==> config.mk <==
export PLATFORM = sky130hd
export DESIGN_NAME = pim_result_buffer
export DESIGN_NICKNAME = d
export VERILOG_FILES = /design/src/rtl/pim_result_buffer.sv
export SDC_FILE = /design/constraint.sdc
export NUM_CORES = 1
export LEC_CHECK = 0
export CORE_MARGIN = 3
export CORE_UTILIZATION = 45
export CTS_BUF_LIST = sky130_fd_sc_hd__clkbuf_4 sky130_fd_sc_hd__clkbuf_8 sky130_fd_sc_hd__clkbuf_16
export DETAILED_ROUTE_END_ITERATION = 8
export GPL_TIMING_DRIVEN = 0
export PLACE_DENSITY = 0.68
export SETUP_SLACK_MARGIN = 0.5
export SYNTH_ARGS = -nofsm -noshare
export SYNTH_HDL_FRONTEND = slang
export SYNTH_SLANG_ARGS = --single-unit
==> constraint.sdc <==
create_clock -name i_clk -period 21.1 [get_ports i_clk]
set_input_delay 4.22 -clock i_clk [delete_from_list [all_inputs] [get_ports i_clk]]
set_output_delay 4.22 -clock i_clk [all_outputs]
set_load 0.02 [all_outputs]
==> src/rtl/pim_result_buffer.sv <==
// Two-entry ping-pong buffer for PIM macro results.
// Captures a packed result vector and serves it as bus words.
module pim_result_buffer #(
   parameter  int RES_W   = 16,
   parameter  int NUM_RES = 8,
   parameter  int DATA_W  = 32,
   localparam int VEC_W   = NUM_RES * RES_W,
   localparam int WORDS   = VEC_W / DATA_W,
   localparam int IDX_W   = (WORDS > 1) ? $clog2(WORDS) : 1
) (
   input  logic              i_clk,
   input  logic              i_rst_n,
   input  logic              i_clear,
   input  logic              i_result_in_en,
   input  logic [VEC_W-1:0]  i_result_data,
   input  logic              i_result_out_en,
   output logic [DATA_W-1:0] o_rdata,
   output logic              o_rdata_valid,
   output logic [IDX_W-1:0]  o_word_idx,
   output logic [1:0]        o_level,
   output logic              o_empty,
   output logic              o_full,
   output logic              o_overflow
);

   if ((DATA_W % RES_W) != 0 || (VEC_W % DATA_W) != 0) begin : g_bad_cfg
      $error("pim_result_buffer: DATA_W must divide into results evenly");
   end

   localparam logic [IDX_W-1:0] LAST = IDX_W'(WORDS - 1);

   logic [VEC_W-1:0]  bank [2];
   logic              wr_bank;
   logic              rd_bank;
   logic [VEC_W-1:0]  rd_vec;
   logic [DATA_W-1:0] words [WORDS];
   logic [DATA_W-1:0] rd_word;
   logic              rd_fire;
   logic              rd_last;
   logic              cap_ok;

   assign rd_vec = bank[rd_bank];

   for (genvar w = 0; w < WORDS; w++) begin : g_word
      assign words[w] = rd_vec[w*DATA_W +: DATA_W];
   end

   assign rd_word = words[o_word_idx];
   assign rd_fire = i_result_out_en && (o_level != 2'd0);
   assign rd_last = rd_fire && (o_word_idx == LAST);
   // A completing read frees its bank this cycle, so a full buffer
   // can still accept a capture alongside it.
   assign cap_ok  = i_result_in_en && (!o_level[1] || rd_last);

   assign o_empty = (o_level == 2'd0);
   assign o_full  = (o_level == 2'd2);

   always_ff @(posedge i_clk) begin
      if (cap_ok && !i_clear) begin
         bank[wr_bank] <= i_result_data;
      end
   end

   always_ff @(posedge i_clk or negedge i_rst_n) begin
      if (!i_rst_n) begin
         wr_bank       <= 1'b0;
         rd_bank       <= 1'b0;
         o_word_idx    <= '0;
         o_level       <= 2'd0;
         o_rdata       <= '0;
         o_rdata_valid <= 1'b0;
         o_overflow    <= 1'b0;
      end else if (i_clear) begin
         wr_bank       <= 1'b0;
         rd_bank       <= 1'b0;
         o_word_idx    <= '0;
         o_level       <= 2'd0;
         o_rdata_valid <= 1'b0;
         o_overflow    <= 1'b0;
      end else begin
         o_rdata_valid <= rd_fire;
         if (i_result_out_en) begin
            o_rdata <= rd_fire ? rd_word : '0;
         end
         if (rd_fire) begin
            if (rd_last) begin
               o_word_idx <= '0;
               rd_bank    <= ~rd_bank;
            end else begin
               o_word_idx <= o_word_idx + IDX_W'(1);
            end
         end
         if (cap_ok) begin
            wr_bank <= ~wr_bank;
         end else if (i_result_in_en) begin
            o_overflow <= 1'b1;
         end
         unique case (1'b1)
            (cap_ok && !rd_last): o_level <= o_level + 2'd1;
            (!cap_ok && rd_last): o_level <= o_level - 2'd1;
            default:              o_level <= o_level;
         endcase
      end
   end

endmodule
==> results of run 1 <==
layer usage:
metal | vias to the layer above | part of all wire [%] | wire length [um]
li1 | 2812 | - | -
met1 | 3138 | 40 | 10170
met2 | 169 | 51 | 13010
met3 | 47 | 5.7 | 1436
met4 | 8 | 2.3 | 589
met5 | - | 0.21 | 53
worst max-delay path, stage by stage:
cell and delay (ns):
clkdlybuf4s50_1 0.63, a21boi_1 0.17, nand2b_1 0.21, nor3b_2 0.83, buf_8 0.24, buf_8 0.16, buf_6 0.19, buf_6 0.18
buf_6 0.18
path summary, 6_finish.rpt:
check / startpoint / end / slack (ns) / cells after the start
max: i_result_out_en / bank[1][35] / 14.32 / 9
min in group asynchronous: i_rst_n / o_rdata[30] / 3.65 / 1
max reg2reg: o_word_idx[0] / bank[1][35] / 18.05 / 9
max in group asynchronous: i_rst_n / o_rdata[16] / 16.91 / 2
min reg2reg: o_rdata[21] / o_rdata[21] / 0.48 / 2
min: o_rdata[21] / o_rdata[21] / 0.48 / 2
layout by cell type, fill, tap and decap left out, types with 2 or more instances in the layout:
cell and n:
a21oi_1 4, buf_2 10, buf_4 7, buf_6 24
buf_8 4, bufinv_16 3, clkbuf_1 12, clkbuf_16 30
clkbuf_4 5, clkbuf_8 3, clkdlybuf4s50_1 170, clkinv_2 7
clkinvlp_4 5, dfrtp_1 40, edfxtp_1 256, mux2_1 17
mux2_2 47, mux4_2 32, nand2_1 34, nand2b_1 2
nor2_1 36, o21ai_0 2, o21ai_1 4, o22ai_1 32
o31ai_1 3, o31ai_2 29, or3_1 2
logic make-up after synthesis:
| kind of cell | count (synthesis) | synth area share [%] |
|---|---|---|
| DFF | 296 | 76.29 |
| adders and majority gates | 1 | 0.1098 |
| and+or+nand+nor | 82 | 3.054 |
| AOI/OAI and AO/OA | 78 | 5.845 |
| xor gates and xnor gates | 1 | 0.07692 |
| buffers and inverters | 36 | 1.878 |
| muxes | 97 | 12.74 |
layout make-up:
class                   instances  area, sq um  area share [%]
flip-flops and latches        296         8688           58.65
inverters                       2        7.507         0.05068
clock inverters                17        182.7           1.233
multi-input cells             259         2496           16.85
well taps                     324        405.4           2.737
clock buffers                  38        829.5           5.600
repair buffers                195         1997           13.48
plain buffers                  34        206.4           1.394
stage by stage:
stage | util, % | power (mW) | instances
3_5_place_dp | 56.09 | 0.8129 | 1110
3_3_place_gp | 54.89 | 0.8115 | 1086
4_1_cts | 60.20 | 1.341 | 1165
2_1_floorplan | - | 0.7468 | 591
6_report | 60.20 | 1.330 | 1165
5_1_grt | 60.20 | 1.375 | 1165
report_power, final:
| group | leakage, nW | total, mW | switching (mW) | internal, mW |
|---|---|---|---|---|
| Sequential | 2.88 | 0.677 | 0.0101 | 0.667 |
| Clock | 0.493 | 0.531 | 0.216 | 0.315 |
| Combinational | 1.72 | 0.123 | 0.0595 | 0.0631 |
flip-flops by register name, summed over array words and instances (netlist names):
name	cells
bank	256
o_level	2
o_overflow	1
o_rdata	32
o_rdata_valid	1
o_word_idx	2
rd_bank	1
wr_bank	1
==> out/results.txt, run 1 <==
Diodes inserted - 0
asr flop ratio synth - 13.51%
final global-route overflow total - 0
most used flip-flop cell after synthesis - edfxtp_1
worst-skew pair later-pin latency - 0.55 ns
post-DR wirelength/cell - 21.68 um
Final Hold Viols - 0
Row Count - 57
Final Max Tran Viols - 0
DIE HEIGHT - 165.1 um
outcome - completed
Post-synth EDFFs - 256
WHS - 0.4820 ns
die footprint - 0.02725 sq mm
number of global-route vias before repair - 6706
number of buffers created by CTS - 30
top-count cell post-synth - edfxtp_1
total of max-cap violations - 0
Min-Delay Path Class - reg -> reg
DRT Wirelength - 25260 um
GRT Overall Usage - 18.60%
# port buffers - 171
mapped cell area - 0.01139 sq mm
DR vias/cell - 5.300
Critical Path AT - 7.04 ns
syn_area_per_cell - 19.27 sq um
TNS Setup - 0 ns
Period Utilization, post-route - 32.11%
initial core utilization - 46.29%
nets - 952
antenna viol nets, final - 0
RSZ-0062 raised after global routing - no
Synth Register Bits - 296
Worst setup SP type - input pin
pin count of the biggest net entering global routing - 24
Root Driver - clkbuf_16
DR iter-0 viols - 460
power density over the cells - 89.81 mW/mm^2
share of layout cells above drive strength 1 - 25.21%
crit path kind - in -> reg
Placement Cell Area - 0.01380 sq mm
final number of setup-violating endpoints - 0
hold_buf cts - 0
Synth top area share - 67.50%
crit end category - flop
clk slew on worst S/H paths - 0.06 ns
Bufs on Longest Clock Path - 3
critical path fanouts, max - 13
Gate Count Post-Synth - 591
clk sink count - 296
VDD IR max - 0.06760 mV
Pre-antenna DRT Iters - 5
Leakage - 5.094 nW
finished layout cell area - 0.01481 sq mm
Place WS - 13.73 ns
GR Util met1 - 24.06%
clock skew - 0.02121 ns
global-route wire length before repair - 38340 um
Post-CTS Setup Bufs - 0
Slew headroom - 33.96%
top area cells in the synthesized netlist - edfxtp_1 68%, dfrtp_1 8.8%, mux4_2 6.3%
Max Freq - 0.1476 GHz
Top Usage Layer GRT - met2
DRC Markers - 0
Final min period - 6.776 ns
CTS tree - yes
initial antenna violation count - 4
cts repair resizes - 0
met2 Track Usage GR - 32.24%
global placement routability congestion - 0.8013
sequential area share after synthesis - 76.29%
post-synth cell types - 37
final worst slack - 14.32 ns
vias - 6174
area grow syn2layout - 30.07%
Yosys top cell by area - edfxtp_1
Req. time, crit path - 21.36 ns
Syn Nets - 725
Synth top cells by count - 256 x edfxtp_1, 47 x mux2_2, 40 x dfrtp_1, 36 x nor2_1, 34 x nand2_1
num ports - 173
M3 GR Usage - 3.692%
DP HPWL - 18030 um
fillcell total - 1816
Die Width - 165.1 um
CTS H-Tree Depth - 1
Synth Warn # - 0
Core Region - 0.02460 sq mm
Worst Tran Pin Value - 0.9863 ns
Note: power is estimated with default switching activity, not from simulation.
==> inputs of run 2 (changes only) <==
--- a/config.mk
+++ b/config.mk
@@ -10,7 +10,7 @@
 export CTS_BUF_LIST = sky130_fd_sc_hd__clkbuf_4 sky130_fd_sc_hd__clkbuf_8 sky130_fd_sc_hd__clkbuf_16
 export DETAILED_ROUTE_END_ITERATION = 8
 export GPL_TIMING_DRIVEN = 0
-export PLACE_DENSITY = 0.68
+export PLACE_DENSITY = 0.71
 export SETUP_SLACK_MARGIN = 0.5
 export SYNTH_ARGS = -nofsm -noshare
 export SYNTH_HDL_FRONTEND = slang
==> constraint.sdc (replaced) <==
create_clock -name i_clk -period 5.55 [get_ports i_clk]
set_input_delay 1.11 -clock i_clk [delete_from_list [all_inputs] [get_ports i_clk]]
set_output_delay 1.11 -clock i_clk [all_outputs]
set_load 0.02 [all_outputs]
==> run 2 against run 1 <==
Die area stayed put; critical path depth down 2; setup slack got worse by 12 ns; clock power grew to 3.9 times the previous value; first-iteration DRC count increased by 25%; sequential share of layout area decreased by 0.37 points.
==> out/results.txt, run 2 (same netlist as run 1, synthesis figures left out) <==
Worst Tran Pin Value - 0.9176 ns (-0.06874 ns)
global-route wire length before repair - 38360 um (about the same)
Slew headroom - 38.76% (+4.8 points)
power density over the cells - 344.8 mW/mm^2 (+280%)
Final Hold Viols - 0 (unchanged)
DRT Wirelength - 25330 um (+0.28%)
DR iter-0 viols - 575 (+25%)
Max Freq - 0.3048 GHz
DP HPWL - 17820 um (-1.1%)
final number of setup-violating endpoints - 0 (unchanged)
Min-Delay Path Class - reg -> reg
WHS - 0.4794 ns (-0.002567 ns)
cts repair resizes - 0 (unchanged)
worst-skew pair later-pin latency - 0.55 ns (about the same)
vias - 6193 (+0.31%)
num ports - 173 (unchanged)
crit end category - flop
Hold Crit Depth - 2 (unchanged)
Critical Path AT - 3.52 ns (-3.52 ns)
RSZ-0062 raised after global routing - no
most frequent cells in the layout - 256 x edfxtp_1, 170 x clkdlybuf4s50_1, 47 x mux2_2
Final Max Tran Viols - 0 (unchanged)
Worst setup SP type - input pin
outcome - completed
critical path fanouts, max - 17 (+4)
Post-CTS Setup Bufs - 0 (unchanged)
Final min period - 3.281 ns
# port buffers - 171 (unchanged)
Root Driver - clkbuf_16
Row Count - 57 (unchanged)
clock skew - 0.01827 ns (-0.002942 ns)
M3 GR Usage - 3.916% (+0.22 points)
Pre-antenna DRT Iters - 4 (-1)
Reg with most FFs - bank
Die Width - 165.1 um (unchanged)
VDD IR max - 0.2766 mV (+310%)
total of max-cap violations - 0 (unchanged)
placed insts - 1102 (-0.72%)
number of buffers created by CTS - 30 (unchanged)
GRT Overall Usage - 18.72% (+0.12 points)
DIE HEIGHT - 165.1 um (unchanged)
PnR Total Power - 5.140 mW (+290%)
die footprint - 0.02725 sq mm (unchanged)
DR vias/cell - 5.348 (+0.91%)
post-DR wirelength/cell - 21.87 um (+0.88%)
Leakage - 5.129 nW (+0.69%)
Regs by FF count - bank x256, o_rdata x32
Period Utilization, post-route - 59.12%
CTS tree - yes
initial antenna violation count - 3 (-1)
met2 Track Usage GR - 32.74% (+0.50 points)
area grow syn2layout - 30.89%
pin count of the biggest net entering global routing - 22 (-8.3%)
antenna viol nets, final - 0 (unchanged)
fin cells - 1158 (-0.60%)
clk slew on worst S/H paths - 0.06 ns (about the same)
nets - 944 (-0.84%)
clk sink count - 296 (unchanged)
crit path kind - in -> reg
max reg flops - 256 (unchanged)
final global-route overflow total - 0 (unchanged)
share of layout cells above drive strength 1 - 24.34% (-0.87 points)
number of global-route vias before repair - 6714 (+0.12%)
hold_buf cts - 0 (unchanged)
global placement routability congestion - 0.7546 (-5.8%)
reg2reg path depth - 7 (-2)
CTS H-Tree Depth - 1 (unchanged)
Core Region - 0.02460 sq mm (unchanged)
GR Util met1 - 23.95% (-0.11 points)
Top Usage Layer GRT - met2
Req. time, crit path - 5.79 ns (-15.57 ns)
DRC Markers - 0 (unchanged)
commonest non-fill, non-tap cell in the layout - edfxtp_1
Diodes inserted - 0 (unchanged)
initial core utilization - 46.29% (unchanged)
Bufs on Longest Clock Path - 3 (unchanged)
==> run 2: changes by cell type in the layout (fill, tap and decap cells not counted), sizes merged <==
| cell | delta |
|---|---|
| buf | -8 |
| clkinvlp | -5 |
| clkinv | +1 |
| clkbuf | +4 |
| bufinv | +1 |
==> run 2: per-layer routing <==
layer | share of wire [%] | vias to the layer above | wire (um)
li1 | - | 2799 | -
met1 | 39 | 3137 | 9986
met2 | 52 | 209 | 13230
met3 | 6.5 | 42 | 1652
met4 | 1.7 | 6 | 429
met5 | 0.12 | - | 30
==> run 2: path summary, 6_finish.rpt <==
path                            startpoint     endpoint  slack (ns)
min in group asynchronous          i_rst_n   o_rdata[9]        0.57
max in group asynchronous          i_rst_n      rd_bank        4.42
hold reg to reg                o_rdata[15]  o_rdata[15]        0.48
setup / recovery           i_result_out_en  bank[1][27]        2.27
setup reg to reg             o_word_idx[0]  bank[1][27]        2.86
hold / removal                 o_rdata[15]  o_rdata[15]        0.48
==> run 2: area by class of cell <==
class | instances | area, sq um
fill | 1798 | 9698
sequential | 296 | 8688
multi-input combinational | 259 | 2516
timing repair buffer | 187 | 2034
clock buffer | 42 | 872.1
tap | 324 | 405.4
buffer | 34 | 206.4
clock inverter | 14 | 176.4
inverter | 2 | 7.507
==> run 2: metrics by stage <==
step / TNS [ns] / util, % / setup WS (ns) / area [sq um]
2_1_floorplan: 0 / - / 0.5144 / 11420
3_3_place_gp: -413.81 / 55.01 / -1.751 / 13540
3_5_place_dp: 0 / 56.32 / 1.693 / 13860
4_1_cts: 0 / 60.58 / 2.262 / 14910
5_1_grt: 0 / 60.58 / 2.143 / 14910
6_report: 0 / 60.58 / 2.269 / 14910
==> run 2: worst max-delay path, cell delays in order <==
cell and delay, ns:
clkdlybuf4s50_1 0.63, a21boi_1 0.18, nand2b_4 0.20, nor3b_4 0.76, buf_16 0.25, buf_16 0.17
buf_8 0.19
==> run 2: power breakdown <==
part / switching, mW / internal, mW / total, mW / leakage [nW]
logic: 0.228 / 0.246 / 0.474 / 1.72
clock network: 0.812 / 1.28 / 2.09 / 0.527
registers: 0.0409 / 2.53 / 2.58 / 2.88
